## src/rtl/predictor_update_sched.sv

```systemverilog
// Branch-predictor counter table owner: sweeps the table to weakly-not-taken
// after reset, queues resolved-branch updates and applies them through a
// 2-stage read-modify-write pipeline with same-index forwarding.
module predictor_update_sched #(
    parameter int LOCAL_WIDTH = 12,
    parameter int LOCAL_SIZE  = 2 ** LOCAL_WIDTH,
    parameter int FIFO_DEPTH  = 4
) (
    input  logic                            clockIn,
    input  logic                            resetIn,
    input  logic                            updateValid,
    input  logic [31:0]                     updateInstr,
    input  logic                            taken,
    output logic                            updateReady,
    output logic                            tableRdEn,
    output logic [LOCAL_WIDTH-1:0]          tableRdIndex,
    input  logic [1:0]                      tableRdData,
    output logic                            tableWrEn,
    output logic [LOCAL_WIDTH-1:0]          tableWrIndex,
    output logic [1:0]                      tableWrData,
    output logic                            initDone,
    output logic [$clog2(FIFO_DEPTH):0]     pendingCount
);
    localparam int AW = $clog2(FIFO_DEPTH);
    localparam int CW = AW + 1;
    localparam logic [LOCAL_WIDTH-1:0] LAST_IDX = LOCAL_WIDTH'(LOCAL_SIZE - 1);

    typedef enum logic {ST_INIT, ST_RUN} state_t;

    state_t                 state_q, state_d;
    logic [LOCAL_WIDTH-1:0] sweep_q, sweep_d;
    logic                   sweep_act_q, sweep_act_d;
    logic                   init_done_q, init_done_d;
    logic                   ready_q, ready_d;
    logic [AW-1:0]          wr_ptr_q, wr_ptr_d, rd_ptr_q, rd_ptr_d;
    logic [CW-1:0]          count_q, count_d;
    logic                   s1_valid_q, s1_valid_d;
    logic [LOCAL_WIDTH-1:0] s1_idx_q, s1_idx_d;
    logic                   s1_taken_q, s1_taken_d;
    logic                   fwd_q, fwd_d;
    logic [1:0]             fwd_data_q, fwd_data_d;

    logic [LOCAL_WIDTH-1:0] fifo_idx_q [FIFO_DEPTH];
    logic [LOCAL_WIDTH-1:0] fifo_idx_d [FIFO_DEPTH];
    logic                   fifo_taken_q [FIFO_DEPTH];
    logic                   fifo_taken_d [FIFO_DEPTH];

    logic                   push, pop;
    logic [LOCAL_WIDTH-1:0] in_idx, head_idx;
    logic                   head_taken;
    logic [1:0]             cur, s1_next;
    logic                   unused_instr_bits;

    assign in_idx            = updateInstr[LOCAL_WIDTH+1:2];
    assign unused_instr_bits = ^{updateInstr[31:LOCAL_WIDTH+2], updateInstr[1:0]};
    assign push              = updateValid && ready_q;
    assign pop               = (state_q == ST_RUN) && (count_q != '0);
    assign head_idx          = fifo_idx_q[rd_ptr_q];
    assign head_taken        = fifo_taken_q[rd_ptr_q];

    // FIFO storage: each slot captures the incoming update when the write pointer selects it
    generate
        for (genvar gi = 0; gi < FIFO_DEPTH; gi++) begin : g_slot
            always_comb begin
                fifo_idx_d[gi]   = fifo_idx_q[gi];
                fifo_taken_d[gi] = fifo_taken_q[gi];
                if (push && (wr_ptr_q == AW'(gi))) begin
                    fifo_idx_d[gi]   = in_idx;
                    fifo_taken_d[gi] = taken;
                end
            end

            // Slot register; payload only, so no reset needed
            always_ff @(posedge clockIn) begin
                fifo_idx_q[gi]   <= fifo_idx_d[gi];
                fifo_taken_q[gi] <= fifo_taken_d[gi];
            end
        end
    endgenerate

    // S1 counter update; a same-edge collision with the previous write returns stale data, so forward it
    always_comb begin
        cur = fwd_q ? fwd_data_q : tableRdData;
        if (s1_taken_q) s1_next = (cur == 2'b11) ? 2'b11 : cur + 2'b01;
        else            s1_next = (cur == 2'b00) ? 2'b00 : cur - 2'b01;
    end

    // Next-state logic for sweep FSM, FIFO bookkeeping and pipeline stages
    always_comb begin
        state_d     = state_q;
        sweep_d     = sweep_q;
        sweep_act_d = sweep_act_q;
        wr_ptr_d    = push ? wr_ptr_q + 1'b1 : wr_ptr_q;
        rd_ptr_d    = pop  ? rd_ptr_q + 1'b1 : rd_ptr_q;
        case ({push, pop})
            2'b10:   count_d = count_q + 1'b1;
            2'b01:   count_d = count_q - 1'b1;
            default: count_d = count_q;
        endcase
        ready_d     = (count_d != CW'(FIFO_DEPTH));
        s1_valid_d  = pop;
        s1_idx_d    = head_idx;
        s1_taken_d  = head_taken;
        fwd_d       = pop && s1_valid_q && (s1_idx_q == head_idx);
        fwd_data_d  = s1_next;
        if (state_q == ST_INIT) begin
            if (sweep_act_q) begin
                sweep_d = sweep_q + 1'b1;
                if (sweep_q == LAST_IDX) begin
                    state_d     = ST_RUN;
                    sweep_act_d = 1'b0;
                end
            end else begin
                sweep_act_d = 1'b1;
            end
        end
        init_done_d = (state_d == ST_RUN);
    end

    // State registers with synchronous active-low reset
    always_ff @(posedge clockIn) begin
        if (!resetIn) begin
            state_q     <= ST_INIT;
            sweep_q     <= '0;
            sweep_act_q <= 1'b0;
            init_done_q <= 1'b0;
            ready_q     <= 1'b0;
            wr_ptr_q    <= '0;
            rd_ptr_q    <= '0;
            count_q     <= '0;
            s1_valid_q  <= 1'b0;
            s1_idx_q    <= '0;
            s1_taken_q  <= 1'b0;
            fwd_q       <= 1'b0;
            fwd_data_q  <= 2'b00;
        end else begin
            state_q     <= state_d;
            sweep_q     <= sweep_d;
            sweep_act_q <= sweep_act_d;
            init_done_q <= init_done_d;
            ready_q     <= ready_d;
            wr_ptr_q    <= wr_ptr_d;
            rd_ptr_q    <= rd_ptr_d;
            count_q     <= count_d;
            s1_valid_q  <= s1_valid_d;
            s1_idx_q    <= s1_idx_d;
            s1_taken_q  <= s1_taken_d;
            fwd_q       <= fwd_d;
            fwd_data_q  <= fwd_data_d;
        end
    end

    // Table strobes are masked by resetIn so an in-flight write cannot land on the reset edge
    assign tableRdEn    = resetIn && pop;
    assign tableRdIndex = head_idx;
    assign tableWrEn    = resetIn && ((state_q == ST_INIT) ? sweep_act_q : s1_valid_q);
    assign tableWrIndex = (state_q == ST_INIT) ? sweep_q : s1_idx_q;
    assign tableWrData  = (state_q == ST_INIT) ? 2'b01 : s1_next;
    assign initDone     = init_done_q;
    assign updateReady  = ready_q;
    assign pendingCount = count_q;
endmodule
```

## config.mk

```make
export PLATFORM = sky130hd
export DESIGN_NAME = predictor_update_sched
export DESIGN_NICKNAME = d
export VERILOG_FILES = /design/src/rtl/predictor_update_sched.sv
export SDC_FILE = /design/constraint.sdc
export NUM_CORES = 1
export LEC_CHECK = 0
export CAP_MARGIN = 10
export CORE_MARGIN = 4
export CORE_UTILIZATION = 50
export DETAILED_ROUTE_END_ITERATION = 10
export GPL_TIMING_DRIVEN = 0
export HOLD_SLACK_MARGIN = 0.15
export PLACE_DENSITY = 0.8
export RECOVER_POWER = 50
export SKIP_CTS_REPAIR_TIMING = 1
export SLEW_MARGIN = 10
export SYNTH_ARGS = -nofsm -noshare
export SYNTH_HDL_FRONTEND = slang
export SYNTH_SLANG_ARGS = --single-unit
```

## constraint.sdc

```tcl
create_clock -name clockIn -period 4.23 [get_ports clockIn]
set_input_delay 0.6345 -clock clockIn [delete_from_list [all_inputs] [get_ports clockIn]]
set_output_delay 0.6345 -clock clockIn [all_outputs]
set_load 0.05 [all_outputs]
```

# --- After elaboration in Yosys (flattened, before gate mapping) ---
# Memories as Yosys holds them, arrays and structs flattened. A register that Yosys moved wholly into a read port is not among the register bits.
# Index checks and enable logic that the tools add are counted.
classes:
  eq_ne: 13
  add_sub_neg: 7
  n_bitwise: 1
  muxes: 41
  n_reduce_logical: 21
op_table:
  columns: ["cell", "n"]
  rows:
  - ["12-bit two-way mux", 8]
  - ["12-bit OR reduction", 3]
  - ["2-bit two-way mux", 13]
  - ["1-bit two-way mux", 19]
  - ["12-bit by 1-bit adder with 12-bit output, second input constant", 1]
  - ["12-bit equality test", 1]
  - ["12-bit equality test, second input constant", 1]
  - ["1-bit logical AND", 10]
  - ["2-bit equality test, second input constant", 4]
  - ["2-bit by 1-bit adder with 2-bit output, second input constant", 3]
  - ["3-bit one-hot mux with 2 select lines", 1]
  - ["2-bit by 1-bit equality test with 1-bit output, second input constant", 2]
  - ["2-bit zero test", 2]
  - ["1-bit inequality test, second input constant", 4]
  - ["3-bit by 1-bit adder with 3-bit output, second input constant", 1]
  - ["3-bit inequality test, second input constant", 1]
  - ["3-bit nonzero test", 1]
  - ["1-bit OR reduction", 3]
  - ["3-bit by 1-bit subtractor with 3-bit output, second input constant", 1]
  - ["2-bit AND reduction", 1]
  - ["2-bit by 1-bit subtractor with 2-bit output, second input constant", 1]
  - ["1-bit zero test", 1]
  - ["1-bit NOT", 1]
word_totals:
  word_cells: 96
  ramBits: 52
  output_inout_bits: 33
  reg_bits: 38
  n_memories: 2
  input_bits: 38
mem_list:
  columns: ["memory", "words", "width", "read_ports", "rd_clocked_by_memory_dff", "write_ports", "line_no", "rtl"]
  rows:
  - ["fifo_idx_q", 4, 12, 1, 1, 1, "43", "logic [LOCAL_WIDTH-1:0] fifo_idx_q [FIFO_DEPTH];"]
  - ["fifo_taken_q", 4, 1, 1, 1, 1, "45", "logic fifo_taken_q [FIFO_DEPTH];"]

# --- Logic depth before layout (Yosys ltp) ---
# Gate-level depths: netlist of the first run.
depth:
  ltp_word: 7
  ltp_mapped: 10
  ltp_nobuf: 10

# --- Least setup slack after synthesis of the first run ---
# Ideal clock, no wire load.
synth_timing:
  path_type: "reg2out"
  start: "register, netlist name initDone"
  end: "output tableWrIndex[11]"
  required_time_ns: 3.595
  slack_ns: 1.578
  path_stages_with_launch: 4
  t_arrival_ns: 2.017
  path_buffers: 2
  cell_sequence: "dfxtp_1 > clkbuf_1 > clkbuf_1 > o21ai_0"
synth_lines:
  columns: ["element", "line_no", "rtl"]
  rows:
  - ["end, declared", "19", "output logic [LOCAL_WIDTH-1:0] tableWrIndex,"]

# --- Final worst setup path of the first run ---
layout_timing:
  start: "input resetIn"
  end: "output tableWrEn"
layout_between:
  elab_chain_len: 1
layout_lines:
  columns: ["element", "line_no", "rtl"]
  rows:
  - ["start, declared", "10", "input logic resetIn,"]
  - ["1-bit logical AND", "156", "assign tableWrEn = resetIn && ((state_q == ST_INIT) ? sweep_act_q : s1_valid_q);"]
  - ["end, declared", "18", "output logic tableWrEn,"]
# Every way passes these cells.

==> results.json, run 1 <==
{
  "hold_viol_final": 0,
  "htreeDepth": 3,
  "crit_path_end_kind": "output pin",
  "final_util": 0.632,
  "nFillCells": 572,
  "holdWs_ps": 533,
  "port-buffer-count": 50,
  "drtPass1Iterations": 4,
  "hold_path_class": "register to register",
  "rsz0062_at_grt": "no",
  "combPwrFrac": 0.089,
  "cap_violations": 0,
  "crit_chain": "dlygate4sd3_1 > clkinv_1 > clkbuf_1 > nor2_1 > clkdlybuf4s50_1",
  "cp-startpoint": "resetIn",
  "synth_flop_cell": "edfxtp_1",
  "crit_family": "buffers and inverters",
  "fin_crit_sh": 0.862,
  "dr_total_vias": 2328,
  "syn_inst": 292,
  "yosys_warnings": 0,
  "gp_congestion": 0.844,
  "switching_share": 0.237,
  "ys_ff_latch": 93,
  "ir_drop_mv": 0.175,
  "dpl_cell_area_um2": 4490,
  "grt_antenna_before_repair": 0,
  "synth_area_um2": 3860,
  "grt_max_degree": 16,
  "setup_tns_ps": 0,
  "outcome": "finished, final reports clean",
  "syn_avg_cell_area_um2": 13.2,
  "drc": 0,
  "relSlewSlack": 0.528,
  "cp-start-kind": "input port",
  "clock_skew_ps": 9.40,
  "yosys.area.top_type": "edfxtp_1",
  "worstSetupPathType": "input port to output pin",
  "cts_tree": "done",
  "fmax_mhz": 274,
  "rows": 31,
  "cts_sinks": 93,
  "slew_viol_final": 0,
  "fp.dieW_um": 95.9,
  "critPathMaxStageDelay_ps": 820,
  "grt_pass1_vias": 2343,
  "crit_fanout": 10,
  "ant_nets": 0,
  "path_buf_inv": 4,
  "multiInputGateArea_um2": 1370,
  "fin_nets": 398,
  "min_from": "wr_ptr_q[1]",
  "layout.cells.non_filler": 456,
  "clock_latency_ps": 360,
  "wl_per_cell_um": 15.7,
  "fin_area_um2": 4660,
  "p_leak_nw": 1.61,
  "synth_common_cells": "52 x edfxtp_1, 41 x dfxtp_1, 36 x nor2_1",
  "yosysTopAreaCellShare": 0.404,
  "wl_um": 7160,
  "die_y_um": 95.9,
  "timing.critical_path.arrival_ps": 3010,
  "gr-total-overflow": 0,
  "die_area_um2": 9190,
  "place_ws_ps": 653,
  "setup_ws_ps": 582,
  "core_um2": 7370,
  "crit_slowest_cell": "clkdlybuf4s50_1",
  "clk_transition_reported_paths_ps": 80,
  "cts-root-buf": "clkbuf_8",
  "synthTopCellsByArea": "edfxtp_1 40%, dfxtp_1 21%, mux2_2 4.4%",
  "start_util": 0.524,
  "tightest_slew_ps": 708,
  "syn_to_final_growth_pct": 20.6,
  "diodes": 0,
  "clockBufferDepth": 2,
  "pwr-share-seq": 0.581,
  "p_int_mw": 1.31,
  "synthDistinctLibCells": 35,
  "io_pins": 71,
  "p_switching_mw": 0.407,
  "ys_async_sr_fraction": 0,
  "worstPathRequired_ps": 3600,
  "drt-initial-drc-count": 96,
  "period_needed_ps": 3650,
  "power.density_nw_per_um2": 368,
  "place_hpwl_um": 5160,
  "setup_viol": 0,
  "seqCellArea_um2": 2380,
  "viasPerCell": 5.11,
  "p_total_mw": 1.72,
  "synth_most_common_cell": "edfxtp_1",
  "synth.net_count": 337,
  "synth_enable_flop_cells": 52,
  "cts_buffers": 9,
  "grt_pass1_wl_um": 11800,
  "power_frac_clock": 0.331,
  "layout-drive-gt1-share": 0.109,
  "ys_seq_area_frac": 0.617,
  "dp.cells": 441,
  "grt_usage": 0.175
}
worst min-delay path, stage by stage, from the launching register on:
cell and delay (ps):
dfxtp_1 360, nand2_1 70, a21oi_1 60
placed cells by master, fill, tap and decap left out, drive strengths merged, types with 3 or more instances in the layout:
master,netlist,routed
dfxtp,41,41
ha,6,6
xor2,13,13
dlygate4sd3,0,15
nor2,36,36
nand4,5,5
mux2i,13,13
clkbuf,6,17
nor3,3,3
edfxtp,52,52
nor2b,3,3
nand3,7,7
a21oi,8,8
inv,11,13
clkdlybuf4s50,0,35
nand2,13,13
and3,6,6
mux4,8,8
mux2,15,15
a211oi,3,3
xnor2,13,13
and2,13,13
area by class of cell:
class | count | share of cell area
Clock buffer | 9 | 0.0266
Tap cell | 99 | 0.0266
Inverter | 12 | 0.00967
Buffer | 10 | 0.0105
Sequential cell | 93 | 0.512
Timing Repair Buffer | 50 | 0.107
Clock inverter | 6 | 0.0134
Multi-Input combinational cell | 177 | 0.294
registers in the layout, summed over array words and instances (netlist names), named ones only:
signal	flops
updateReady	1
rd_ptr_q	2
s1_valid_q	1
sweep_q	12
initDone	1
s1_taken_q	1
fifo_idx_q	48
fifo_taken_q	4
sweep_act_q	1
fwd_q	1
wr_ptr_q	2
s1_idx_q	12
pendingCount	3
fwd_data_q	2
cell families after synthesis:
group	count (synthesis)	synth area share
AND/OR/NAND/NOR	93	0.118
flip-flops	93	0.617
multiplexers	36	0.128
XOR/XNOR	26	0.0590
buffers and inverters	22	0.0282
AO/OA/AOI/OAI	15	0.0253
adder cells (fa/ha/maj)	7	0.0246
power groups by stage:
stage	Clock (mW)	Sequential, mW	Combinational [mW]
floorplan	0	1.02	0.0891
global placement	0	1.02	0.153
detailed placement	0	1.02	0.156
CTS	0.581	0.996	0.157
global route	0.617	0.999	0.166
finish	0.567	0.996	0.152
worst paths after layout:
kind | end | slack, ps | depth (start not counted)
setup / recovery | tableWrEn | 580 | 5
hold / removal | wr_ptr_q[1] | 530 | 2
setup reg to reg | fwd_q | 1800 | 6
hold reg to reg | wr_ptr_q[1] | 530 | 2
layer usage:
metal,vias to the layer above,wire (um),GRT usage
li1,1156,-,-
met1,1116,3230,0.228
met2,48,3530,0.283
met3,8,266,0.0399
met4,0,131,0.0711
met5,-,0,0
No activity file was read; power rests on OpenSTA's default activity.
==> inputs of run 2 (changes only) <==
--- a/config.mk
+++ b/config.mk
@@ -12,9 +12,8 @@
 export GPL_TIMING_DRIVEN = 0
 export HOLD_SLACK_MARGIN = 0.15
 export PLACE_DENSITY = 0.8
-export RECOVER_POWER = 50
+export RECOVER_POWER = 100
 export SKIP_CTS_REPAIR_TIMING = 1
-export SLEW_MARGIN = 10
 export SYNTH_ARGS = -nofsm -noshare
 export SYNTH_HDL_FRONTEND = slang
 export SYNTH_SLANG_ARGS = --single-unit
==> run 2 against run 1 <==
Compared with the run above: sequential power about the same; combinational power decreased by 3%; die area unchanged; sequential share of layout area unchanged; worst hold slack about the same; final cell count unchanged; register-to-register slack about the same; flip-flop and latch count unchanged; fmax decreased by 1.5%; non-clock buffer count unchanged; design area unchanged.
==> results.json, run 2 (synthesis results as in run 1) <==
{
  "outcome": "finished, final reports clean",
  "drc": 0,
  "viasPerCell": 5.10,
  "worstSetupPathType": "input port to output pin",
  "setup_ws_ps": 525,
  "cts_buffers": 9,
  "crit_path_end_kind": "output pin",
  "dp.cells": 441,
  "top_register": "fifo_idx_q",
  "gr-total-overflow": 0,
  "grt_pass1_wl_um": 11800,
  "diodes": 0,
  "tightest_slew_ps": 708,
  "crit_slowest_cell": "dlygate4sd3_1",
  "final_cell_mix": "52 x edfxtp_1, 48 x dlygate4sd3_1, 41 x dfxtp_1",
  "rsz0062_at_grt": "no",
  "cts-root-buf": "clkbuf_8",
  "crit_family": "buffers and inverters",
  "rows": 31,
  "grt_pass1_vias": 2343,
  "crit_chain": "dlygate4sd3_1 > clkinv_1 > clkbuf_1 > nor2_1 > dlygate4sd3_1",
  "fmax_mhz": 270,
  "grt_antenna_before_repair": 0,
  "ant_nets": 0,
  "layout-drive-gt1-share": 0.109,
  "cts_tree": "done",
  "cap_violations": 0,
  "cp-start-kind": "input port",
  "power.density_nw_per_um2": 367,
  "setup_viol": 0,
  "crit_fanout": 10,
  "timing.critical_path.arrival_ps": 3070,
  "start_util": 0.524,
  "grt_max_degree": 16,
  "wl_per_cell_um": 15.7,
  "io_pins": 71,
  "syn_to_final_growth_pct": 20.6,
  "hold_viol_final": 0,
  "clock_skew_ps": 9.40,
  "wl_um": 7150,
  "worstPathRequired_ps": 3600,
  "drtPass1Iterations": 4,
  "fp.dieW_um": 95.9,
  "clk_transition_reported_paths_ps": 80,
  "die_area_um2": 9190,
  "grt_usage": 0.175,
  "fin_nets": 398,
  "cts_sinks": 93,
  "layout_commonest_cell": "edfxtp_1",
  "relSlewSlack": 0.528,
  "period_needed_ps": 3710,
  "critPathMaxStageDelay_ps": 890,
  "cp_common_cell": "dlygate4sd3_1",
  "slew_viol_final": 0,
  "setup_tns_ps": 0,
  "reg_top3": "fifo_idx_q (48), s1_idx_q (12), sweep_q (12)",
  "hold_path_class": "register to register",
  "ir_drop_mv": 0.174,
  "nFillCells": 572,
  "port-buffer-count": 50,
  "dr_total_vias": 2325,
  "clock_latency_ps": 360,
  "path_buf_inv": 4,
  "gp_congestion": 0.844,
  "core_um2": 7370,
  "clockBufferDepth": 2,
  "largest_reg_flops": 48,
  "drt-initial-drc-count": 81,
  "htreeDepth": 3,
  "fin_crit_sh": 0.876,
  "die_y_um": 95.9,
  "place_hpwl_um": 5160,
  "p_leak_nw": 1.67,
  "layout.cells.non_filler": 456,
  "place_ws_ps": 653
}
==> run 2: cell count changes in the layout (fill, tap and decap cells not counted), sizes merged <==
cell           change
clkdlybuf4s50     -33
dlygate4sd3       +33
==> run 2: worst register-to-register path, stage by stage (launching register included) <==
cell and delay [ps]:
dfxtp_1 320, clkbuf_1 330, clkbuf_1 540, mux4_2 650, xnor2_1 170, o2111ai_1 170, nor4_2 180
==> run 2: per-stage QoR <==
step	area [um2]	util	hold slack, ps	total power, mW
6_report	4660	0.632	533	1.71
5_1_grt	4660	0.632	600	1.78
4_1_cts	4670	0.634	531	1.73
3_5_place_dp	4490	0.609	519	1.17
3_3_place_gp	4490	0.609	489	1.17
2_1_floorplan	3860	-	469	1.11
==> run 2: cell type report <==
| type | count | area, um2 | area share |
|---|---|---|---|
| buffer | 10 | 48.8 | 0.0105 |
| tap | 99 | 124 | 0.0266 |
| clock buffer | 9 | 124 | 0.0266 |
| multi-input combinational | 177 | 1370 | 0.294 |
| sequential | 93 | 2380 | 0.512 |
| timing repair buffer | 50 | 500 | 0.107 |
| inverter | 12 | 45.0 | 0.00967 |
| clock inverter | 6 | 62.6 | 0.0134 |
==> run 2: power breakdown <==
group	leakage, nW	total, mW	switching, mW	internal [mW]
registers	0.808	0.996	0.0167	0.979
clock network	0.0920	0.567	0.297	0.270
logic	0.774	0.148	0.0925	0.0553
total	1.67	1.71	0.407	1.30
==> run 2: routing by layer <==
metal / part of all wire / GRT usage / wire length [um]
met5: 0 / 0 / 0
met4: 0.018 / 0.0711 / 131
met3: 0.037 / 0.0399 / 263
met2: 0.49 / 0.283 / 3520
met1: 0.45 / 0.228 / 3230
==> run 2: final timing paths <==
kind | start | end | slack [ps] | cells past startpoint
min | wr_ptr_q[1] | wr_ptr_q[1] | 530 | 2
max | resetIn | tableWrEn | 520 | 5
max reg2reg | register | fwd_q | 1800 | 6
min reg2reg | wr_ptr_q[1] | wr_ptr_q[1] | 530 | 2
==> variant, RTL diff (settings of run 1) <==
Reset style: asynchronous (`resetIn`), changed in one clocked block. Comments in the files are not updated.
--- a/src/rtl/predictor_update_sched.sv
+++ b/src/rtl/predictor_update_sched.sv
@@ -118,7 +118,7 @@
     end
 
     // State registers with synchronous active-low reset
-    always_ff @(posedge clockIn) begin
+    always_ff @(posedge clockIn or negedge resetIn) begin
         if (!resetIn) begin
             state_q     <= ST_INIT;
             sweep_q     <= '0;
Function: differs if resetIn is asserted again (counterexample within 4 cycles, from zero or initial values and one cycle with resetIn low); with resetIn held inactive, the same outputs for 10 cycles.
==> variant against run 1 <==
- clock skew shrank 0.0036 ns
- sequential share of layout area grew 5.1 points
- area after synthesis shrank 4.1%
- maximum frequency grew 5.7%
- worst setup slack gained 0.20 ns
- die area shrank 3.7%
- synthesized cell count shrank 25%
- design area shrank 3.1%
- routed wire length shrank 8.6%
- sequential cell count shrank 2
- utilization shrank 0.62 points
- first-iteration DRC count grew 77%
- critical endpoint is now tableWrIndex[2]
- highest routed layer unchanged
Power is not compared: it rests on default switching activity, and its combinational part moved more than twofold at a synthesized area within 25%.
==> variant: results (changes against run 1) <==
STA
  – Slew Viols, Final: 0 (unchanged)
  – Layout Skew: 0.00582 ns (was 0.00940 ns)
  – Worst-margin pin slew: 0.700 ns (was 0.708 ns)

Layout
  – NumNets Final: 327 (was 398)
  – N_diodes: 0 (unchanged)
  – Largest registers: fifo_idx_q (48), s1_idx_q (12), sweep_q (12) (unchanged)
  – Fillcell total: 539 (was 572)
  – Layout cells sized above 1: 0.122 (was 0.109)
  – Layout Cells excl Fill: 386 (was 456)

Logic synthesis
  – Synthesized Nets: 264 (was 337)
  – Synth warn: 0 (unchanged)
  – Synth Instances: 219 (was 292)
  – Main synth FF type: edfxtp_1 (unchanged)
  – Ys async rst share: 0.429 (was 0)
  – Top post-synthesis cells by area: edfxtp_1 (42%), dfrtp_1 (26%), mux4_2 (7.9%) (was edfxtp_1 (40%), dfxtp_1 (21%), mux2_2 (4.4%))
  – Number of synthesized flops with an enable pin: 52 (unchanged)
  – Seq/Total Area, Yosys: 0.685 (was 0.617)
  – Yosys cell types: 32 (was 35)
  – Top cells by count, synth: edfxtp_1 (52), dfrtp_1 (39), xnor2_1 (22), mux2_1 (13), mux4_2 (13) (was edfxtp_1 (52), dfxtp_1 (41), nor2_1 (36), mux2_2 (15))

Pwr
  – Switching share of power: 0.307
  – Max VDD drop: 274 uV
  – Seq pwr share: 0.546
  – P_leak: 1.68 nW
  – Pwr per Cell Area: 468 mW/mm^2

Worst hold path
  – Hold Crit Class: reg -> reg (unchanged)

Routing
  – Initial DRC Count: 170 (was 96)
  – First-pass iteration count of the detailed router: 4 (unchanged)
  – Via-to-Cell Ratio: 5.23 (was 5.11)
  – Drt total wl: 6540 microns (was 7160 microns)

Placed design
  – Post-DP HPWL: 4590 microns (was 5160 microns)
  – DP Worst Slack: 1.12 ns (was 0.653 ns)
  – Gp weighted congestion: 0.822 (was 0.844)
  – I/O Buffers: 50 (unchanged)
  – Post-Place Cell Area: 0.00434 sq mm (was 0.00449 sq mm)
  – Placed cells: 369 (was 441)

GRT
  – Gr usage total: 0.164 (was 0.175)
  – Largest net degree at the start of global routing: 38 (was 16)
  – GR Util met3: 0.0481 (was 0.0399)
  – M1 GR Usage: 0.226 (was 0.228)
  – Met2 Track Usage GR: 0.254 (was 0.283)
  – First-pass GRT wire length: 10800 microns (was 11800 microns)
  – Vias in the first global route: 2066 (was 2343)
  – Initial antenna violation count: 0 (unchanged)

Setup path
  – Worst path slowest cell: clkdlybuf4s50_1 (unchanged)
  – CP max FO: 10 (unchanged)
  – Crit-path max cell delay: 0.82 ns (about the same)

Clocking
  – # H-tree levels: 3 (unchanged)
  – Longest Clk Path Bufs: 2 (unchanged)
  – CTS buffer count: 9 (unchanged)
  – Skew-Pair Late Insertion Delay: 0.35 ns

Run status
  – Status: finished clean (unchanged)
==> variant: path summary, 6_finish.rpt <==
| check | startpoint | endpoint | slack [ns] | depth (start not counted) |
|---|---|---|---|---|
| hold / removal | sweep_q[11] | sweep_q[11] | 0.50 | 1 |
| setup / recovery | initDone | tableWrIndex[2] | 0.78 | 5 |
| setup reg to reg | initDone | updateReady | 1.60 | 9 |
| max in group asynchronous | resetIn | sweep_q[3] | 3.05 | 3 |
| hold reg to reg | sweep_q[11] | sweep_q[11] | 0.50 | 1 |
| min in group asynchronous | resetIn | updateReady | 0.69 | 2 |
==> variant: layout make-up <==
cell class | instances | area (sq um) | area share
tap | 99 | 124 | 0.0274
buffer | 5 | 36.3 | 0.00804
timing repair buffer | 52 | 524 | 0.116
multi-input combinational | 117 | 1100 | 0.244
inverter | 6 | 22.5 | 0.00499
sequential | 91 | 2540 | 0.562
clock buffer | 9 | 124 | 0.0274
clock inverter | 7 | 45.0 | 0.00998
==> variant: critical path: cells and delay by family (launching register included) <==
family | cells | cell delay [ns]
buffers and inverters | 3 | 1.77
AND/OR/NAND/NOR | 1 | 0.18
flip-flops | 1 | 0.40
AO/OA/AOI/OAI | 1 | 0.12
==> variant: kinds of logic (layout without fill, tap and decap cells) <==
kind of cell / after synthesis / in the layout / share of synthesized area
AOI/OAI and AO/OA: 7 / 7 / 0.0111
xor gates and xnor gates: 29 / 29 / 0.0686
adders and majority gates: 8 / 8 / 0.0284
buffers and inverters: 11 / 79 / 0.0179
DFF: 91 / 91 / 0.685
muxes: 29 / 29 / 0.127
and+or+nand+nor: 44 / 44 / 0.0618
==> variant: layer usage <==
layer	vias to the layer above	share of wire
met4	0	0.0099
met2	54	0.49
met5	-	0
li1	933	-
met1	1025	0.44
met3	5	0.054
